[config.mk]
export PLATFORM = sky130hd
export DESIGN_NAME = apb_master
export DESIGN_NICKNAME = d
export VERILOG_FILES = /design/src/rtl/apb_master.sv
export SDC_FILE = /design/constraint.sdc
export NUM_CORES = 1
export LEC_CHECK = 0
export CAP_MARGIN = 20
export CORE_MARGIN = 10
export CORE_UTILIZATION = 38
export CTS_CLUSTER_DIAMETER = 200
export DETAILED_ROUTE_END_ITERATION = 12
export PLACE_DENSITY = 0.93
export SYNTH_ARGS = -nofsm -noshare
export SYNTH_HDL_FRONTEND = slang
export SYNTH_SLANG_ARGS = --single-unit
[constraint.sdc]
create_clock -name clk -period 2.6 [get_ports clk]
set_input_delay 0.39 -clock clk [delete_from_list [all_inputs] [get_ports clk]]
set_output_delay 0.39 -clock clk [all_outputs]
set_load 0.01 [all_outputs]
[src/rtl/apb_master.sv]
// APB bridge: turns a level CPU request into a SETUP/ACCESS transfer on one of five decoded slaves,
// with a wait-state timeout and an error flag for timeouts and unmapped addresses.
module apb_master #(
    parameter int TIMEOUT = 255
) (
    input  logic        clk,
    input  logic        reset,
    input  logic        transfer,
    input  logic        write,
    input  logic [31:0] addr,
    input  logic [31:0] wdata,
    output logic [31:0] rdata,
    output logic        ready,
    output logic        err,
    output logic [31:0] PADDR,
    output logic [31:0] PWDATA,
    output logic        PWRITE,
    output logic        PENABLE,
    output logic        PSEL0,
    output logic        PSEL1,
    output logic        PSEL2,
    output logic        PSEL3,
    output logic        PSEL4,
    input  logic [31:0] PRDATA0,
    input  logic [31:0] PRDATA1,
    input  logic [31:0] PRDATA2,
    input  logic [31:0] PRDATA3,
    input  logic [31:0] PRDATA4,
    input  logic        PREADY0,
    input  logic        PREADY1,
    input  logic        PREADY2,
    input  logic        PREADY3,
    input  logic        PREADY4
);

    typedef enum logic [1:0] {IDLE, SETUP, ACCESS} state_t;

    state_t      state;
    state_t      nextState;
    logic [7:0]  waitCnt;
    logic [4:0]  sel;
    logic        mapped;
    logic        selReady;
    logic [31:0] selRdata;
    logic        timedOut;
    logic        done;

    // Slave select is decoded from the latched address so it stays stable for the whole transfer
    always_comb begin
        sel = 5'b00000;
        unique case (PADDR[31:12])
            20'h10000: sel = 5'b00001;
            20'h10001: sel = 5'b00010;
            20'h10002: sel = 5'b00100;
            20'h10003: sel = 5'b01000;
            20'h10004: sel = 5'b10000;
            default:   sel = 5'b00000;
        endcase
    end

    always_comb begin
        selRdata = 32'h0000_0000;
        if (sel[0]) selRdata = PRDATA0;
        if (sel[1]) selRdata = PRDATA1;
        if (sel[2]) selRdata = PRDATA2;
        if (sel[3]) selRdata = PRDATA3;
        if (sel[4]) selRdata = PRDATA4;
    end

    assign mapped   = |sel;
    assign selReady = |(sel & {PREADY4, PREADY3, PREADY2, PREADY1, PREADY0});
    assign timedOut = (waitCnt == 8'(TIMEOUT - 1));
    assign done     = (state == ACCESS) && (!mapped || selReady || timedOut);

    // A reset landing on the completing cycle aborts the transfer, so the strobe is masked by it
    assign ready = done && reset;

    assign PENABLE = (state == ACCESS);
    assign {PSEL4, PSEL3, PSEL2, PSEL1, PSEL0} =
        ((state == SETUP) || (state == ACCESS)) ? sel : 5'b00000;

    always_ff @(posedge clk) begin
        if (!reset) begin
            state <= IDLE;
        end else begin
            state <= nextState;
        end
    end

    always_comb begin
        nextState = state;
        case (state)
            IDLE:    if (transfer) nextState = SETUP;
            SETUP:   nextState = ACCESS;
            ACCESS:  if (done) nextState = IDLE;
            default: nextState = IDLE;
        endcase
    end

    // Request capture, wait counting and the registered completion results
    always_ff @(posedge clk) begin
        if (!reset) begin
            PADDR   <= 32'h0000_0000;
            PWDATA  <= 32'h0000_0000;
            PWRITE  <= 1'b0;
            waitCnt <= 8'h00;
            rdata   <= 32'h0000_0000;
            err     <= 1'b0;
        end else begin
            if (state == IDLE && transfer) begin
                PADDR   <= addr;
                PWDATA  <= wdata;
                PWRITE  <= write;
                waitCnt <= 8'h00;
            end
            if (state == ACCESS && !done) begin
                waitCnt <= waitCnt + 8'h01;
            end
            if (done) begin
                err <= !mapped || !selReady;
                if (!PWRITE) begin
                    if (!mapped) begin
                        rdata <= 32'h0000_0000;
                    end else if (selReady) begin
                        rdata <= selRdata;
                    end else begin
                        rdata <= 32'hDEAD_BEEF;
                    end
                end
            end
        end
    end

endmodule

==> flow_metrics.tcl, run 1 <==
set metrics [dict create \
    status "completed" \
    crit_fanout 4 \
    worstPathArrival_ns 2.00 \
    power_density_nw_per_um2 526 \
    nNetsFinal 1185 \
    final_cell_area_um2 9660 \
    ctsHoldBuffers 0 \
    clockBufferDepth 2 \
    hold_path_class "reg -> reg" \
    ir_drop_v 0.000446 \
    synth_area_um2 5690 \
    place.gp.congestion 0.898 \
    finalWirelength_um 24700 \
    cts_tree "yes" \
    htreeDepth 3 \
    yosysTopAreaCell "dfxtp_1" \
    dp_slack_ns 0.0330 \
    cp.required_ns 2.21 \
    clkLatencyLatePin_ns 0.35 \
    grtUsageTotal_pct 22.9 \
    antenna_found_initial 1 \
    synth_cell_types 51 \
    placedCellCount 1116 \
    die_w_um 142 \
    ys_seq_area_share_pct 38.0 \
    end_kind "output pin" \
    worstSetupPathType "reg -> out" \
    wire_per_inst_um 21.8 \
    yosysTopAreaCellShare_pct 38.0 \
    cts_made_buffers 9 \
    die_h_um 142 \
    max-cap-violations 0 \
    dieArea_um2 20300 \
    leakage_nw 3.45 \
    grt_max_degree 85 \
    ys_ff_latch 108 \
    core_um2 14600 \
    numPortBuffers 337 \
    min_period_ns 2.39 \
    fill_cells 1115 \
    regArea_um2 2170 \
    synth.area.top_cells "dfxtp_1, mux4_2, nand2_1" \
    synth_warnings 0 \
    final_util_pct 66.2 \
    final_cells 1136 \
    initial_core_util_pct 39.0 \
    multi_input_area_um2 3330 \
    fmax_mhz 418 \
    fin_crit_sh_pct 92.1 \
    postPlaceCellArea_um2 9280 \
    postRouteAntennaNets 0 \
    syn_area_per_cell_um2 9.07 \
    ios 338 \
    first_global_vias 6197 \
    grt_overflow_total 0 \
    netlist_instances 628 \
    area_delta_synth_final_pct 69.7 \
    final-setup-viol-count 0 \
    finClkSkew_ns 0.00812 \
    avgViaCountPerCell 5.40 \
    syn_nets 867 \
    drv_slew 0 \
    cp-start-kind "flop" \
    root_buffer "clkbuf_16" \
    drc 0 \
    worst_pin_slew_ns 0.723 \
    slew_headroom_pct 51.8 \
    dr.pass1.iters 5 \
    num_vias 6135 \
    hold_violations 0 \
    layout-drive-gt1-share_pct 10.5 \
    setup_ws_ns 0.207 \
    hpwl_um 19400 \
    grt_pass1_wl_um 36500 \
    rsz0062_at_grt "no" \
    clock-sinks 108 \
    drt_iter0_drc 363 \
    cts.clk_slew.worst_paths_ns 0.08 \
    row_count 44 \
]
==> per-stage QoR <==
stage	power [mW]	hold slack (ns)	TNS [ns]
global route	5.33	0.479	0
detailed placement	3.67	0.450	0
finish	5.08	0.456	0
floorplan	2.76	0.451	0
CTS	5.11	0.460	-0.0718
global placement	3.63	0.437	0
==> final cells by class <==
type                            instances  share of cell area (%)
Clock inverter                          6                   0.738
Multi-Input combinational cell        457                    34.4
Timing Repair Buffer                  363                    37.3
Inverter                                7                   0.272
Clock buffer                           10                    2.37
Sequential cell                       108                    22.5
Antenna cell                            1                  0.0259
Tap cell                              184                    2.38
==> registers in the layout (all words and copies together) (netlist names) <==
name and cells:
rdata 32, state 2, PWDATA 32, err 1, PWRITE 1, waitCnt 8, PADDR 32
==> layer usage <==
metal / routed length, um / part of all wire [%] / track usage, % / vias to the layer above
met5: 0 / 0 / 0 / -
met4: 726 / 2.9 / 8.36 / 0
met3: 2710 / 11 / 9.21 / 41
met2: 12700 / 51 / 41.2 / 298
met1: 8580 / 35 / 23.3 / 2888
li1: - / - / - / 2908
==> cells in the mapped netlist (all sizes together) <==
library cell,count
clkinv,1
o21ai,41
clkbuf,35
nor3b,2
nand3,6
o221a,1
inv,6
or2,1
a21oi,3
a211o,1
mux2i,4
nor3,9
nor2b,6
ha,6
o32ai,1
nand4,2
and3,2
a22oi,8
and3b,1
or3b,8
o21a,1
nand2,178
o2111ai,25
and4,3
o31ai,1
o211ai,6
a21boi,66
buf,22
and2,1
a211oi,1
nor4,3
nor4b,2
mux4,32
a22o,24
nor2,7
dfxtp,108
a31oi,1
or3,3
==> cells by family after synthesis <==
family | Yosys count | synth area share, %
buf+inv | 64 | 4.90
simple gates | 234 | 18.9
mux | 36 | 13.4
fa+ha+maj | 6 | 1.32
flops | 108 | 38.0
compound gates | 180 | 23.5
==> critical path: stages (launching register included) <==
cell and delay (ns):
dfxtp_1 0.35, nor4_4 0.34, nand4_2 0.19, nor2_2 0.16, nand3_2 0.14, nor3_1 0.18
dlygate4sd2_1 0.30
==> report_power, final <==
part	internal, mW	switching [mW]	leakage, nW	total, mW
clock	0.758	0.657	0.140	1.41
sequential	1.79	0.112	0.882	1.90
combinational	0.951	0.815	2.43	1.77
==> cell usage in the layout, fill, tap and decap left out, drive strengths merged, types with 9 or more instances in the layout <==
| cell type | instances |
|---|---|
| clkdlybuf4s50 | 330 |
| nand2 | 178 |
| dfxtp | 108 |
| a21boi | 66 |
| o21ai | 42 |
| mux4 | 32 |
| buf | 27 |
| o2111ai | 25 |
| a22o | 24 |
| clkbuf | 10 |
| nor3 | 9 |
==> worst paths after layout <==
| kind | from | to | slack [ns] | depth (start not counted) |
|---|---|---|---|---|
| max | PADDR[15] | PSEL1 | 0.21 | 6 |
| min | rdata[15] | rdata[15] | 0.46 | 2 |
| max reg2reg | PADDR[15] | rdata[29] | 0.27 | 7 |
| min reg2reg | rdata[15] | rdata[15] | 0.46 | 2 |
==> what timing repair did <==
item,CTS,global route
pin swaps,5,2
buffers inserted,1,1
endpoints found under the setup margin,6,1
gates cloned,1,0
resized for setup,11,6
Power figures use the tool's default switching activity.
==> run 2: changes to the inputs <==
==> constraint.sdc (replaced) <==
create_clock -name clk -period 2.4 [get_ports clk]
set_input_delay 0.36 -clock clk [delete_from_list [all_inputs] [get_ports clk]]
set_output_delay 0.36 -clock clk [all_outputs]
set_load 0.01 [all_outputs]
==> run 2 against run 1 <==
Non-clock buffer count rose by 16. Combinational power rose by 14%. Register-to-register slack got worse by 0.14 ns. Global-route usage fell by 0.33 points. Critical path depth did not move. Sequential power rose by 8%. Flip-flop and latch count did not move. Clock skew rose by 0.0019 ns. Clock power rose by 5%. Sequential share of layout area fell by 0.38 points. Setup slack got worse by 0.11 ns. Critical endpoint is now PSEL2. Highest routed layer unchanged.
==> flow_metrics.tcl, run 2 (synthesis results as in run 1) <==
set metrics [dict create \
    status "completed" \
    reg2reg_depth 8 \
    finalWirelength_um 24400 \
    wire_per_inst_um 21.2 \
    root_buffer "clkbuf_16" \
    max-cap-violations 0 \
    ir_drop_v 0.000515 \
    initial_core_util_pct 39.0 \
    final_cell_area_um2 9820 \
    end_kind "output pin" \
    final-setup-viol-count 0 \
    worst_pin_slew_ns 0.529 \
    drt_iter0_drc 302 \
    clock-sinks 108 \
    power_density_nw_per_um2 564 \
    finClkSkew_ns 0.0101 \
    drc 0 \
    place.gp.congestion 0.885 \
    htreeDepth 3 \
    grtUsageTotal_pct 22.6 \
    r2r_start "PADDR[16]" \
    antenna_found_initial 1 \
    hold_path_class "in -> reg" \
    postPlaceCellArea_um2 9410 \
    numPortBuffers 337 \
    leakage_nw 3.52 \
    drv_slew 0 \
    ios 338 \
    clkLatencyLatePin_ns 0.35 \
    core_um2 14600 \
    worstPathArrival_ns 1.95 \
    first_global_vias 6230 \
    hold_violations 0 \
    min_period_ns 2.31 \
    r2r_slack_ns 0.13 \
    cts_made_buffers 9 \
    final_common_cell "clkdlybuf4s50_1" \
    clockBufferDepth 2 \
    dr.pass1.iters 6 \
    hpwl_um 19600 \
    avgViaCountPerCell 5.34 \
    postRouteAntennaNets 0 \
    fmax_mhz 433 \
    placedCellCount 1130 \
    dieArea_um2 20300 \
    grt_max_degree 60 \
    cts.clk_slew.worst_paths_ns 0.08 \
    grt_overflow_total 0 \
    fin_crit_sh_pct 96.2 \
    hold_start "reset" \
    regToRegEndpoint "rdata[20]" \
    layout-drive-gt1-share_pct 12.7 \
    die_w_um 142 \
    crit_fanout 4 \
    holdPathStages 2 \
    slew_headroom_pct 64.7 \
    cp-start-kind "flop" \
    min_to "PWDATA[1]" \
    area_delta_synth_final_pct 72.5 \
    cts_tree "yes" \
    row_count 44 \
    cp.required_ns 2.04 \
    worstSetupPathType "reg -> out" \
    die_h_um 142 \
    num_vias 6146 \
    grt_pass1_wl_um 36200 \
    top_regs "PADDR: 32 flops, PWDATA: 32 flops, rdata: 32 flops" \
    final_cells 1150 \
    final_cell_mix "clkdlybuf4s50_1, nand2_1, dfxtp_1" \
    nNetsFinal 1200 \
]
run 2: changes by cell type in the layout (fill, tap and decap cells not counted), sizes merged:
| cell | previous run | this run |
|---|---|---|
| clkdlybuf4s15 | 0 | 2 |
| clkinv | 2 | 4 |
| clkbuf | 10 | 11 |
| clkinvlp | 2 | 1 |
| buf | 27 | 43 |
| o21ai | 42 | 41 |
| dlygate4sd2 | 5 | 2 |
| inv | 8 | 7 |
| dlymetal6s2s | 1 | 0 |
run 2: final cells by class:
class	count	area, um^2
clock buffers	9	225
repair buffers	379	3750
multi-input cells	456	3350
clock inverters	6	65.1
fillers	1073	4770
well taps	184	230
flip-flops and latches	108	2170
diodes	1	2.50
inverters	7	26.3
run 2: stage by stage:
stage | setup TNS [ns] | worst slack, ns | util [%] | total power, mW | hold slack [ns]
floorplan | 0 | 0.437 | - | 2.98 | 0.451
finish | 0 | 0.0918 | 67.3 | 5.54 | 0.423
global route | -0.00365 | -0.00365 | 67.3 | 5.82 | 0.421
global placement | -0.112 | -0.0972 | 64.5 | 4.01 | 0.438
CTS | 0 | 0.0309 | 66.9 | 5.58 | 0.406
detailed placement | -0.174 | -0.116 | 64.5 | 4.05 | 0.444
run 2: worst max path at each step:
| stage | end | depth (start not counted) | slack [ns] | from |
|---|---|---|---|---|
| 2_1_floorplan | rdata[18] | 6 | 0.44 | PADDR[12] |
| 3_3_place_gp | ready | 6 | -0.1 | PREADY3 |
| 3_5_place_dp | ready | 6 | -0.12 | PREADY3 |
| 4_1_cts | PSEL4 | 6 | 0.03 | PADDR[19] |
| 5_1_grt | PSEL2 | 6 | -0.004 | PADDR[15] |
| 6_report | PSEL2 | 6 | 0.09 | PADDR[16] |
run 2: report_power, final:
group          switching (mW)  internal [mW]  total (mW)  leakage, nW
Sequential              0.108           1.94        2.05        0.882
Combinational           0.912           1.10        2.01         2.50
Clock                   0.678          0.806        1.48        0.142
run 2: critical path, stage by stage, from the launching register on:
cell and delay, ns:
dfxtp_2 0.34, nor4_4 0.31, nand4_2 0.22, nor2_4 0.17, nand3_4 0.12, nor3_2 0.13, dlygate4sd2_1 0.30
run 2: layer usage:
layer  wire length (um)  track usage, %  share of wire, %
met3               2630            9.45                11
met2              12500            40.3                51
met1               8520            22.9                35
met5                  0               0                 0
met4                724            8.63               3.0
run 2: timing repair:
item / CTS / global route
cloned: 0 / 0
buffers inserted: 2 / 2
hold endpoints to repair: 0 / 0
endpoints found under the setup margin: 6 / 10
gates resized for setup: 15 / 18
hold buffers: 0 / 0
pin swaps: 4 / 4
==> edit 1 (config.mk and constraints of run 2) <==
Reset style: asynchronous (`reset`), changed in 2 clocked blocks.
--- a/src/rtl/apb_master.sv
+++ b/src/rtl/apb_master.sv
@@ -80,5 +80,5 @@
         ((state == SETUP) || (state == ACCESS)) ? sel : 5'b00000;
 
-    always_ff @(posedge clk) begin
+    always_ff @(posedge clk or negedge reset) begin
         if (!reset) begin
             state <= IDLE;
@@ -99,5 +99,5 @@
 
     // Request capture, wait counting and the registered completion results
-    always_ff @(posedge clk) begin
+    always_ff @(posedge clk or negedge reset) begin
         if (!reset) begin
             PADDR   <= 32'h0000_0000;
Function: differs if reset is asserted again (counterexample within 4 cycles, from zero or initial values and one cycle with reset low); with reset held inactive, the same outputs for 10 cycles.
==> edit 1 against run 2 <==
The flow now finishes with violations (setup timing). Sequential share of layout area grew 2.4 points. Routed wire length up 15%. Area after synthesis is 5.2% higher. Worst setup slack lost 0.31 ns. Design area grew 12%. Sequential cell count unchanged. Global-route usage rose by 0.92 points. Highest routed layer unchanged.
Power is not compared: it rests on default switching activity, and its combinational part moved more than twofold at a synthesized area within 25%.
==> edit 1: results <==
[placed_design]
gp_congestion = 0.8817
hpwl_mm = 20.23
place_ws_ns = -0.3682

[worst_setup_path]
cp_slowest_stage_delay_ns = 0.56
crit_path_max_fanout = 3
arrival_ns = 2.26
r2r-start = "PADDR[17]$_DFFE_PN0P_"
crit_slowest_cell = "or4_4"

[route]
dr.pass1.iters = 5
wl_met1_mm = 10.13
viasPerCell = 5.607
routed-wl-met3_mm = 2.472
drtIter0Drc = 401
met2_length_mm = 14.58

[synthesis]
synth_commonest_cells = "108 x dfrtp_1, 91 x mux2_2, 29 x inv_1"
synthAdderAreaFrac = 0.01253
yosysSeqAreaShare = 0.4512
async_flop_share = 1.000
synthMuxAreaShare = 0.2045
synthXorXnorAreaFrac = 0.002925
synth-compound-area-share = 0.1579
synthTopCellsByArea = "dfrtp_1 45%, mux2_2 17%, a211oi_2 4.2%, a221oi_1 3.5%, nand4b_1 3.5%"
synth.net_count = 739

[status]
violations = "setup timing"
status = "finished with violations"

[timing]
finClkSkew_ns = 0.008643
setup_ws_ns = -0.2194
tns_ns = -1.704
setup_viol_count_final = 26

[global_routing]
grt_pass1_wl_mm = 39.32
grt_pass1_vias = 6628
antenna_found_initial = 0

[die]
coreArea_sq_um = 15310

[finish]
drive_above_1_share = 0.3251
antennaDiodeCount = 0
fillers = 1025
==> edit 1: worst max-delay path by stage <==
stage / startpoint / to / slack (ns) / cells past startpoint
after floorplan: PADDR[22]$_DFFE_PN0P_ / PSEL1 / -0.01 / 7
after global placement: PADDR[18]$_DFFE_PN0P_ / PSEL2 / -0.33 / 5
after detailed placement: PADDR[18]$_DFFE_PN0P_ / PSEL2 / -0.37 / 5
after CTS: PADDR[26]$_DFFE_PN0P_ / PSEL1 / -0.22 / 6
after global routing: PADDR[17]$_DFFE_PN0P_ / PSEL1 / -0.26 / 6
final: PADDR[17]$_DFFE_PN0P_ / PSEL1 / -0.22 / 6
==> edit 1: cells by family after synthesis <==
kind of cell,count (synthesis)
AOI/OAI and AO/OA,113
DFF,108
muxes,101
and+or+nand+nor,98
buffers and inverters,72
adders and majority gates,6
xor gates and xnor gates,2
==> edit 1: metrics by stage <==
stage	hold slack (ns)	cells
floorplan	0.06441	500
global placement	0.4713	1067
detailed placement	0.4767	1067
CTS	0.1722	1092
global route	0.2000	1103
finish	0.1775	1103
==> edit 1: layout make-up <==
| cell class | count | area (sq um) | area share |
|---|---|---|---|
| clock buffer | 9 | 225.2 | 0.02040 |
| inverter | 29 | 108.9 | 0.009858 |
| tap | 211 | 264.0 | 0.02391 |
| sequential | 108 | 2705 | 0.2450 |
| multi-input combinational | 322 | 3493 | 0.3164 |
| timing repair buffer | 418 | 4180 | 0.3786 |
| clock inverter | 6 | 65.06 | 0.005892 |
==> edit 1: power breakdown <==
part,internal [uW],switching [uW],leakage (uW),total [uW]
Clock,807,694,0.000142,1500
Sequential,2620,470,0.00130,3090
Combinational,3510,2770,0.00300,6280
==> edit 2 (flow settings as in run 2) <==
Without the edit above. `TIMEOUT`: 255 -> 191.
--- a/src/rtl/apb_master.sv
+++ b/src/rtl/apb_master.sv
@@ -2,5 +2,5 @@
 // with a wait-state timeout and an error flag for timeouts and unmapped addresses.
 module apb_master #(
-    parameter int TIMEOUT = 255
+    parameter int TIMEOUT = 191
 ) (
     input  logic        clk,
Function: same outputs for any inputs over 4 cycles, from zero or initial values and one cycle with reset low; that may be too few to reach the edited logic, so the function may still have changed.
==> edit 2 against run 2 <==
Routed wire length up 0.25%. Largest cell class unchanged. Area after synthesis is 5.1% lower. Combinational power is 9% lower. Largest power group unchanged. Sequential cell count is the same. Critical path depth grew 1. Design area decreased by 3.8%. Total power decreased by 3.8%. Critical endpoint is now rdata[23]$_SDFFE_PN0P_. Worst setup slack got worse by 0.083 ns. Register-to-register slack worse by 0.12 ns.
==> edit 2: results <==
[worst_setup_path]
crit_slowest_cell = "or4_1"
arrival_ns = 2.63
cp_slowest_stage_delay_ns = 0.53
endpoint = "rdata[23]$_SDFFE_PN0P_"
startpoint = "PADDR[30]$_SDFFE_PN0P_"
crit_path_max_fanout = 26
r2r_cells = 7
reg2reg_slack_ns = 0.008
path_delay_family = "simple AND/OR/NAND/NOR gates"

[global_routing]
gr-usage-met1 = 0.2642
grt_max_degree = 73
use_met2 = 0.4115
gr-usage-met3 = 0.07554
grt_pass1_wl_mm = 36.70
grt_use_total = 0.2393
antenna_found_initial = 0

[route]
dr.pass1.iters = 5
viasPerCell = 5.533
drtIter0Drc = 445
vias = 6119
post_drt_wl_per_cell_um = 22.10

[synthesis]
synth_commonest_cells = "152 x nand2_1, 108 x dfxtp_1, 68 x a21oi_1"
yosysWarnings = 0
yosysUniqueCellTypes = 44
synth.net_count = 829
synthTopCellsByArea = "dfxtp_1 40%, mux4_2 14%, nand2_1 11%, a21oi_1 6.3%, a22o_1 5.5%"
yosysSeqAreaShare = 0.4002
syn_inst = 590
async_flop_share = 0

[placed_design]
place_ws_ns = -0.1944
dp.cells = 1086
hpwl_mm = 19.52
placed_cell_area_sq_um = 9084
gp_congestion = 0.8881
io_buffers = 337

[finish]
drive_above_1_share = 0.1199
nets = 1160
top_regs = "PADDR: 32 flops, PWDATA: 32 flops, rdata: 32 flops"
fillers = 1025
antennaDiodeCount = 0

[hold_path]
min_path_type = "flip-flop to flip-flop"

[power]
p_sw_uw = 1661
ir_worst_vdd_v = 0.0004488
p_leak_uw = 0.003420

[clock_tree]
cts_buffers = 9
cts_root_buf = "clkbuf_16"
htreeDepth = 3
insertion_delay_ns = 0.35
clkTransAtPathRegs_ns = 0.07

[timing]
period_needed_ns = 2.392
finClkSkew_ns = 0.008833
relSlewSlack = 0.4942

[status]
status = "complete, no violations"
## edit 2: changes by cell type after synthesis, moves of 6 or more
cell	change
buf_2	-9
a21boi_0	-65
a21oi_1	+65
nand3_1	+12
a22o_1	+10
o21ai_0	-26
nand2_1	-26
a221o_1	+24
a22oi_1	-8
buf_1	+6
o2111ai_1	-24
## edit 2: metal layers
layer | up-vias | share of wire | wire length (um)
li1 | 2831 | - | -
met5 | - | 0 | 0
met2 | 379 | 0.50 | 12240
met3 | 50 | 0.10 | 2565
met1 | 2859 | 0.35 | 8667
met4 | 0 | 0.039 | 964
## edit 2: worst min-delay path: cells and delay by family (launching register included)
family             cells  cell delay, ns
DFF                    1            0.31
AOI/OAI and AO/OA      1            0.05
and+or+nand+nor        1            0.05
## edit 2: worst min path at each step
| stage | start | slack, ns | to | cells after the start |
|---|---|---|---|---|
| CTS | PADDR[1]$_SDFFE_PN0P_ | 0.46 | PADDR[1]$_SDFFE_PN0P_ | 2 |
| global route | PWDATA[19]$_SDFFE_PN0P_ | 0.47 | PWDATA[19]$_SDFFE_PN0P_ | 2 |
| detailed placement | PWDATA[7]$_SDFFE_PN0P_ | 0.45 | PWDATA[7]$_SDFFE_PN0P_ | 2 |
| global placement | PWDATA[2]$_SDFFE_PN0P_ | 0.44 | PWDATA[2]$_SDFFE_PN0P_ | 2 |
| floorplan | state[1]$_SDFFE_PN0P_ | 0.45 | state[1]$_SDFFE_PN0P_ | 2 |
| finish | PWDATA[19]$_SDFFE_PN0P_ | 0.45 | PWDATA[19]$_SDFFE_PN0P_ | 2 |
## edit 2: final cells by class
cell class | instances | area [sq um] | share of cell area
Sequential cell | 108 | 2168 | 0.2295
Timing Repair Buffer | 369 | 3656 | 0.3870
Tap cell | 180 | 225.2 | 0.02384
Inverter | 12 | 45.04 | 0.004768
Clock inverter | 6 | 46.29 | 0.004900
Clock buffer | 10 | 239.0 | 0.02529
Multi-Input combinational cell | 421 | 3068 | 0.3247
## edit 2: logic make-up after synthesis
family | after synthesis | share of synthesized area
flops | 108 | 0.4002
mux | 37 | 0.1450
buf+inv | 61 | 0.04747
simple gates | 218 | 0.1853
fa+ha+maj | 6 | 0.01389
compound gates | 160 | 0.2082
## edit 2: power groups by stage
stage | clock [uW] | combinational, uW | sequential (uW)
5_1_grt | 1550 | 1970 | 2070
4_1_cts | 1490 | 1820 | 2050
3_5_place_dp | 0 | 1790 | 2090
6_report | 1450 | 1830 | 2050
2_1_floorplan | 0 | 755 | 2140
3_3_place_gp | 0 | 1750 | 2080
## edit 2: what timing repair did
item | 4_1_cts | 5_1_grt
setup endpoints to repair | 6 | 34
hold buffers | 0 | 0
buffers inserted | 4 | 0
gates resized for setup | 31 | 13
pin swaps | 4 | 4
